## config.mk

```make
export PLATFORM = sky130hd
export DESIGN_NAME = pipe_skid_reg
export DESIGN_NICKNAME = d
export VERILOG_FILES = /design/src/rtl/pipe_skid_reg.sv
export SDC_FILE = /design/constraint.sdc
export NUM_CORES = 1
export LEC_CHECK = 0
export ABC_AREA = 1
export CAP_MARGIN = 10
export CORE_UTILIZATION = 56
export CTS_CLUSTER_DIAMETER = 150
export DETAILED_ROUTE_END_ITERATION = 6
export GPL_TIMING_DRIVEN = 0
export PLACE_DENSITY = 0.86
export SLEW_MARGIN = 20
export SYNTH_ARGS = -nofsm -noshare
export SYNTH_HDL_FRONTEND = slang
export SYNTH_SLANG_ARGS = --single-unit
```

## constraint.sdc

```tcl
create_clock -name clk -period 14.31 [get_ports clk]
set_clock_uncertainty 0.2 [all_clocks]
set_input_delay 2.862 -clock clk [delete_from_list [all_inputs] [get_ports clk]]
set_output_delay 2.862 -clock clk [all_outputs]
set_load 0.005 [all_outputs]
```

## src/rtl/pipe_skid_reg.sv

```systemverilog
// Inter-stage pipeline register with valid/ready handshake, optional 2-entry skid
// buffer (registered in_ready), flush-to-bubble and a saturating back-pressure counter.
module pipe_skid_reg #(
  parameter int WIDTH = 64,
  parameter int SKID  = 1,
  parameter int CNT_W = 32
) (
  input  logic             clk,
  input  logic             reset,
  input  logic             flush,
  input  logic             in_valid,
  output logic             in_ready,
  input  logic [WIDTH-1:0] in_data,
  output logic             out_valid,
  input  logic             out_ready,
  output logic [WIDTH-1:0] out_data,
  output logic [CNT_W-1:0] stall_cnt
);

  typedef enum logic [1:0] {
    Empty = 2'd0,
    Busy  = 2'd1,
    Full  = 2'd2
  } StateT;

  generate
    if (SKID != 0) begin : gSkid
      StateT            state;
      StateT            nextState;
      logic [WIDTH-1:0] mainQ;
      logic [WIDTH-1:0] skidQ;
      logic [WIDTH-1:0] mainNext;
      logic [WIDTH-1:0] skidNext;

      // in_ready depends only on state, so it never combines with out_ready
      assign out_valid = (state != Empty);
      assign in_ready  = (state != Full) & ~reset;
      assign out_data  = mainQ;

      // Flush overrides whatever transfer the state machine would have made
      always_comb begin
        nextState = state;
        mainNext  = mainQ;
        skidNext  = skidQ;
        case (state)
          Empty: begin
            if (in_valid) begin
              mainNext  = in_data;
              nextState = Busy;
            end
          end
          Busy: begin
            if (in_valid && out_ready) begin
              mainNext = in_data;
            end else if (in_valid) begin
              skidNext  = in_data;
              nextState = Full;
            end else if (out_ready) begin
              nextState = Empty;
            end
          end
          Full: begin
            if (out_ready) begin
              mainNext  = skidQ;
              nextState = Busy;
            end
          end
          default: nextState = Empty;
        endcase
        if (flush) begin
          nextState = Empty;
          mainNext  = '0;
          skidNext  = '0;
        end
      end

      always_ff @(posedge clk or posedge reset) begin
        if (reset) begin
          state <= Empty;
          mainQ <= '0;
          skidQ <= '0;
        end else begin
          state <= nextState;
          mainQ <= mainNext;
          skidQ <= skidNext;
        end
      end
    end else begin : gSingle
      logic             validQ;
      logic [WIDTH-1:0] mainQ;

      // Single entry: accept when empty or when the held entry leaves this cycle
      assign in_ready  = (~validQ | out_ready) & ~reset;
      assign out_valid = validQ;
      assign out_data  = mainQ;

      always_ff @(posedge clk or posedge reset) begin
        if (reset) begin
          validQ <= 1'b0;
          mainQ  <= '0;
        end else if (flush) begin
          validQ <= 1'b0;
          mainQ  <= '0;
        end else if (in_valid && in_ready) begin
          validQ <= 1'b1;
          mainQ  <= in_data;
        end else if (validQ && out_ready) begin
          validQ <= 1'b0;
        end
      end
    end
  endgenerate

  // Back-pressure counter keeps counting through flush and sticks at all-ones
  always_ff @(posedge clk or posedge reset) begin
    if (reset) begin
      stall_cnt <= '0;
    end else if (out_valid && !out_ready && (stall_cnt != {CNT_W{1'b1}})) begin
      stall_cnt <= stall_cnt + 1'b1;
    end
  end

endmodule
```

Word-level counts from Yosys, hierarchy flattened. Cells that the tools add are included.

Input port bits: 69. Register bits: 162.

Bitwise logic cells: 2. Equal/unequal tests: 10. Multiplexer cells: 15. Reductions and logical operators: 12. Add/subtract/negate cells: 1.

Operator list (number): $mux 64 (7); $pmux 64 s3 (1); $add 32x1->32 const B (1); $ne 32x32->1 const B (1); $mux 2 (6); $ne 3x3->1 const B (4); $reduce_and 4->1 (2); $pmux 2 s3 (1); $reduce_bool 2->1 (3); $ne 2x2->1 const B (2); $ne 4x4->1 const B (1); $reduce_bool 4->1 (1); $logic_and 1x1->1 (3); $reduce_and 3->1 (1); $eq 2x1->1 const B (1); $eq 2x2->1 const B (1); $logic_not 2->1 (1); $and 1x1->1 (1); $logic_not 1->1 (1); $not 1->1 (1).

Longest topological paths before layout. Gate-level depths: netlist of run 1.

Depth in word-level cells: 5. Mapped depth: 10.

Worst setup path after synthesis of run 1. OpenSTA, ideal clock, no wires.

Path kind: input port to output port. Start: input reset. End: output in_ready. Path buffers: 0. Required time: 11248 ps. Arrival time: 2957 ps. Setup slack: 8291 ps. Cell stages on the path: 1. Cell sequence: nor2_1.

Cells in the longest elaborated chain, start to end: 2.

Ends and longest elaborated chain: start, declared (RTL line 9) `input logic reset,`; $not 1->1 (RTL line 37) `assign in_ready = (state != Full) & ~reset;`; $and 1x1->1 (RTL line 37); end, declared (RTL line 12) `output logic in_ready,`.

No other way between the ends.

Worst setup path in the final report of run 1. Ends and elaborated chain as after synthesis.

==> results of run 1 <==
## synth_stat cells
library cell / count / share of area
inv_1: 163 / 0.074
buf_1: 3 / 0.0014
a21oi_4: 1 / 0.0020
o21ai_0: 187 / 0.11
nand2_4: 1 / 0.0014
nor2_4: 4 / 0.0055
nor3_1: 2 / 0.0012
xor2_1: 8 / 0.0085
buf_2: 24 / 0.015
o21ai_1: 14 / 0.0085
nand2_2: 3 / 0.0023
nand2_1: 259 / 0.12
nand3_4: 1 / 0.0021
nor2_1: 54 / 0.025
ha_1: 5 / 0.0076
nand4_1: 2 / 0.0015
nor2_2: 2 / 0.0015
nand3b_1: 5 / 0.0046
dfrtp_1: 162 / 0.49
o21bai_1: 1 / 0.00091
xnor2_1: 5 / 0.0053
a21oi_1: 33 / 0.020
nand3_1: 113 / 0.069
inv_2: 4 / 0.0018
buf_6: 2 / 0.0027
clkbuf_1: 28 / 0.013
## flip-flops by register name (all words and copies together) (netlist names)
register,cells
gSkid.skidQ,64
out_data,64
stall_cnt,32
gSkid.state,2
## metal layers
metal  share of wire  wire (um)
met1            0.41       9410
met2            0.47      10800
met3           0.077       1780
met4           0.042        971
met5               0          0
## final timing paths
kind                           startpoint         endpoint  slack (ns)  cells past startpoint
hold / removal               out_data[31]     out_data[31]        0.33                      2
min in group asynchronous           reset     out_data[54]        2.78                      2
setup / recovery                    reset         in_ready        7.11                      3
hold reg to reg              out_data[31]     out_data[31]        0.33                      2
max in group asynchronous           reset    stall_cnt[22]       10.36                      3
setup reg to reg           gSkid.state[1]  gSkid.skidQ[14]       11.93                      6
## cell type report
| class | count | area (sq um) | area share |
|---|---|---|---|
| Sequential cell | 162 | 4050 | 0.377 |
| Multi-Input combinational cell | 700 | 3280 | 0.304 |
| Timing Repair Buffer | 167 | 1690 | 0.157 |
| Inverter | 167 | 634 | 0.0589 |
| Clock buffer | 23 | 498 | 0.0463 |
| Buffer | 57 | 259 | 0.0241 |
| Tap cell | 180 | 225 | 0.0209 |
| Clock inverter | 9 | 126 | 0.0117 |
## power by group through the flow
stage / logic (mW) / registers, mW / clock network, mW
floorplan: 0.222 / 0.609 / 0
global placement: 0.481 / 0.609 / 0
detailed placement: 0.492 / 0.610 / 0
CTS: 0.498 / 0.605 / 0.485
global route: 0.551 / 0.615 / 0.505
finish: 0.500 / 0.606 / 0.483
## cell families after synthesis
kind of cell / after synthesis / share of synthesized area
XOR/XNOR: 13 / 0.0139
adder cells (fa/ha/maj): 5 / 0.00761
AO/OA/AOI/OAI: 236 / 0.145
flip-flops: 162 / 0.493
AND/OR/NAND/NOR: 446 / 0.232
buffers and inverters: 224 / 0.108
## worst register-to-register path, stage by stage (launching register included)
cell and delay [ns]:
dfrtp_1 0.42, inv_1 0.09, ha_1 0.20, inv_1 0.07, o21ai_1 0.65, clkbuf_1 0.42
o21ai_0 0.17
## per-stage QoR
stage / setup WS, ns / instance area [sq um] / utilization / power [mW] / std cells
floorplan: 6.87 / 8220 / - / 0.832 / 1086
global placement: 4.71 / 10100 / 0.717 / 1.09 / 1432
detailed placement: 7.14 / 10100 / 0.719 / 1.10 / 1433
CTS: 7.14 / 10800 / 0.764 / 1.59 / 1465
global route: 7.12 / 10800 / 0.764 / 1.67 / 1465
finish: 7.11 / 10800 / 0.764 / 1.59 / 1465
==> impl_results.md, run 1 <==
- Most common cell after layout, fill and taps aside: nand2_1
- Total gr overflow: 0
- Initial DRC count: 740
- Pwr dens: 148 nW/um^2
- Avg Inst Size Synth: 7.57 sq um
- CTS tree: built
- Relative slew slack: 0.432
- Switching Power: 510 uW
- TNS Setup: 0 ns
- I/O Buffers: 166
- Largest net degree at the start of global routing: 92
- Critical path buffers and inverters: 2
- Area Overhead vs Synth: 31.0%
- Final WL: 23000 um
- Number of global-route vias before repair: 7920
- DR WL/cell: 15.7 um
- Die width: 123 um
- Final worst-path cycle share: 0.503
- GP Congestion: 0.971
- Peak supply drop: 94.8 uV
- TritonCTS Buffers: 17
- F_max: 0.139 GHz
- Post-Synthesis Cells: 1086
- CP top delay family: buffers and inverters
- Grt met2 use: 0.512
- Post-Syn Area: 8220 sq um
- Clock Latency Late Sink: 0.43 ns
- Worst Path Arrival: 4.14 ns
- GRT met3 Usage: 0.0766
- Via density: 5.58
- Setup Buffers After CTS: 0
- First-pass GRT wire length: 37900 um
- Sw Ratio: 0.321
- Max Root-Sink Buffers: 2
- Required @ worst endpoint: 11.25 ns
- Flop pwr share: 0.381
- Post-synthesis sequential element count: 162
- Grt peak-use layer: met2
- Max_cap viols: 0
- Share of cells above drive strength 1: 0.0584
- Most frequent cells in the layout: nand2_1, o21ai_0, clkdlybuf4s50_1, inv_1, dfrtp_1
- Hold_ws: 0.328 ns
- CTS Sinks: 162
- Cell-internal power: 1.08 mW
- Clock share of power: 0.304
- Total vias in the final route: 8174
- Crit path capture type: primary output
- Die area: 15200 sq um
- Ys Warns: 0
- Antenna Cells: 0
- Die Ht: 123 um
- Placeable core region: 14100 sq um
- Worst-path fanout max: 2
- Layout fillers: 995
- Initial Util: 0.583
- # IOs: 167
- Logic pwr share: 0.315
- Post-layout nets: 1346
- Sequential element share of the synthesized area: 0.493
- Pins Over Slew Limit: 0
- Unique cell type count in the Yosys netlist: 26
- Max incr delay on CP: 0.56 ns
- Fin. Hold Viols: 0
- DRC viols: 0
- Post-DRT Antenna Nets: 0
- H-tree Lvls: 4
- GRT Total Usage: 0.325
- RSZ-0062 raised after global routing: false
- Post-route minimum period: 7.20 ns
- Dpl hpwl: 15700 um
- Critical-path top delay cell: clkdlybuf4s50_1
- Initial antenna violation count: 1
- Final setup fails: 0
- Leak Pwr: 4.73 nW
- Post-CTS sizing: 0
- Initial DRT Pass Iterations: 5
- Crit-path cells: clkdlybuf4s50_1 > nor2_1 > clkdlybuf4s50_1
- Syn_nets: 1160
- Cell Rows: 43
- Root Buffer: clkbuf_16
- Met1 usage: 0.415
- Hold_buf cts: 0
- Crit-path most repeated cell: clkdlybuf4s50_1
- Worst setup SP type: input pin
- Status: finished, final reports clean
- CP Class: input pin to primary output
- Clock-pin slew of the registers on the worst-case setup and hold paths: 0.06 ns
- Hold Crit Class: flop to flop
- Tightest Pin Transition: 0.848 ns
Note: power is estimated with default switching activity, not from simulation.
==> run 2, diff against run 1 <==
--- a/config.mk
+++ b/config.mk
@@ -7,11 +7,11 @@
 export LEC_CHECK = 0
 export ABC_AREA = 1
 export CAP_MARGIN = 10
-export CORE_UTILIZATION = 56
+export CORE_UTILIZATION = 52
 export CTS_CLUSTER_DIAMETER = 150
 export DETAILED_ROUTE_END_ITERATION = 6
 export GPL_TIMING_DRIVEN = 0
-export PLACE_DENSITY = 0.86
+export PLACE_DENSITY = 0.81
 export SLEW_MARGIN = 20
 export SYNTH_ARGS = -nofsm -noshare
 export SYNTH_HDL_FRONTEND = slang
==> constraint.sdc (replaced) <==
create_clock -name clk -period 7.1 [get_ports clk]
set_clock_uncertainty 0.2 [all_clocks]
set_input_delay 1.42 -clock clk [delete_from_list [all_inputs] [get_ports clk]]
set_output_delay 1.42 -clock clk [all_outputs]
set_load 0.005 [all_outputs]
==> impl_results.md, run 2 (synthesized netlist as in run 1, its figures left out) <==
- Status: finished, final reports clean
- Crit-path cells: clkdlybuf4s50_1 > nor2_1 > clkdlybuf4s50_1
- Post-route minimum period: 4.18 ns
- Total vias in the final route: 7777 (-4.9%)
- Fin. Hold Viols: 0 (unchanged)
- First-pass GRT wire length: 36200 um (-4.7%)
- Total gr overflow: 0 (unchanged)
- Crit-path most repeated cell: clkdlybuf4s50_1
- H-tree Lvls: 4 (unchanged)
- Critical-path top delay cell: clkdlybuf4s50_1
- Max incr delay on CP: 0.51 ns (-0.05 ns)
- Pins Over Slew Limit: 0 (unchanged)
- Clock-pin slew of the registers on the worst-case setup and hold paths: 0.06 ns (about the same)
- Max Root-Sink Buffers: 2 (unchanged)
- CP Class: input pin to primary output
- Most common cell after layout, fill and taps aside: nand2_1
- Relative slew slack: 0.463 (+0.0305)
- Worst-path fanout max: 2 (unchanged)
- Setup Buffers After CTS: 0 (unchanged)
- Antenna Cells: 0 (unchanged)
- Initial DRT Pass Iterations: 7 (+2)
- R2r setup slk: 4.76 ns (-7.17 ns)
- Die Ht: 128 um (+3.7%)
- GRT Total Usage: 0.285 (-0.0401)
- Hold_buf cts: 0 (unchanged)
- Largest net degree at the start of global routing: 100 (+8.7%)
- Final WL: 22500 um (-2.1%)
- GP Congestion: 1.00 (+3.4%)
- Initial antenna violation count: 0 (-1)
- Leak Pwr: 4.70 nW (-0.70%)
- DRC viols: 0 (unchanged)
- Hold Crit Class: flop to flop
- F_max: 0.239 GHz
- DR WL/cell: 15.1 um (-3.9%)
- Post-DRT Antenna Nets: 0 (unchanged)
- Placeable core region: 15300 sq um (+8.6%)
- Initial DRC count: 606 (-18%)
- Hold path depth: 2 (unchanged)
- Number of global-route vias before repair: 7529 (-4.9%)
- Root Buffer: clkbuf_16
- Initial Util: 0.537 (-0.0464)
- Share of cells above drive strength 1: 0.0569 (-0.00142)
- CTS tree: built
- # IOs: 167 (unchanged)
- Worst Path Arrival: 2.56 ns (-1.58 ns)
- Crit path capture type: primary output
- Area Overhead vs Synth: 30.8%
- Worst setup SP type: input pin
- Dpl hpwl: 16000 um (+1.3%)
- Worst R2R Start: gSkid.state[1]
- Register area: 4050 sq um (unchanged)
- Required @ worst endpoint: 5.48 ns (-5.77 ns)
- Post-layout nets: 1346 (unchanged)
- CP top delay family: buffers and inverters
- Reg2reg path depth: 6 (unchanged)
- Area of the multi-input gates: 3280 sq um (unchanged)
- TritonCTS Buffers: 17 (unchanged)
- RSZ-0062 raised after global routing: false
- Clock Latency Late Sink: 0.43 ns (about the same)
- Most frequent cells in the layout: nand2_1, o21ai_0, clkdlybuf4s50_1, inv_1, dfrtp_1
- Hold path startpoint: out_data[34]
- I/O Buffers: 166 (unchanged)
- Critical path buffers and inverters: 2 (unchanged)
- Peak supply drop: 204 uV (+120%)
- Layout fillers: 1266 (+27%)
- Tightest Pin Transition: 0.803 ns (-0.0456 ns)
- Crit. Startpoint: reset
- Die width: 128 um (+3.7%)
- Pwr dens: 291 nW/um^2 (+97%)
- Final worst-path cycle share: 0.589
- Worst Hold Path EP: out_data[34]
- Reg-to-Reg End: gSkid.skidQ[52]
- Final setup fails: 0 (unchanged)
- Max_cap viols: 0 (unchanged)
- Die area: 16300 sq um (+7.6%)
- Final core occ: 0.702 (-0.0616)
- CTS Sinks: 162 (unchanged)
- Post-CTS sizing: 0 (unchanged)
- Cell Rows: 45 (+4.7%)
- Power Total: 3.13 mW (+97%)
- Via density: 5.21 (-6.6%)
==> run 2: cell count changes in the layout (fill, tap and decap cells not counted), sizes merged <==
cell      before  now
clkbuf        51   48
clkinv         5    3
bufinv         3    2
clkinvlp       1    3
inv          167  168
==> run 2: area by class of cell <==
cell class | instances | share of cell area
Sequential cell | 162 | 0.377
Inverter | 167 | 0.0590
Buffer | 57 | 0.0241
Timing Repair Buffer | 167 | 0.157
Multi-Input combinational cell | 700 | 0.305
Tap cell | 211 | 0.0246
Clock buffer | 20 | 0.0434
Clock inverter | 9 | 0.00989
==> run 2: per-layer routing <==
metal / up-vias / global-route usage / share of wire
met2: 268 / 0.471 / 0.48
met5: - / 0 / 0
met3: 45 / 0.0605 / 0.062
met1: 3654 / 0.370 / 0.43
met4: 0 / 0.111 / 0.025
li1: 3810 / - / -
==> run 2: stage by stage <==
stage          instance area (sq um)  setup WS [ns]  instances  setup TNS, ns  hold slack [ns]
3_5_place_dp                   10200           2.91       1464              0            0.316
4_1_cts                        10800           2.91       1493              0            0.328
2_1_floorplan                   8220           1.10       1086              0            0.302
5_1_grt                        10800           2.87       1493              0            0.350
3_3_place_gp                   10100          -1.09       1463        -174.87            0.314
6_report                       10800           2.92       1493              0            0.326
==> run 2: worst max path at each step <==
stage	to	slack, ns	cells after the start
floorplan	gSkid.skidQ[0]	1.10	1
global placement	out_data[19]	-1.09	2
detailed placement	in_ready	2.91	3
CTS	in_ready	2.91	3
global route	in_ready	2.87	3
finish	in_ready	2.92	3
==> run 2: worst register-to-register path, cell delays in order, from the launching register on <==
cell and delay, ns:
dfrtp_1 0.42, inv_1 0.10, ha_1 0.20, inv_1 0.07, o21ai_1 0.63, clkbuf_1 0.40, o21ai_0 0.18
==> run 2: power breakdown <==
group	internal (mW)	leakage (nW)	total (mW)	switching, mW
clock network	0.538	0.276	0.904	0.365
registers	1.11	2.19	1.22	0.115
logic	0.467	2.23	1.00	0.534
total	2.11	4.70	3.13	1.01
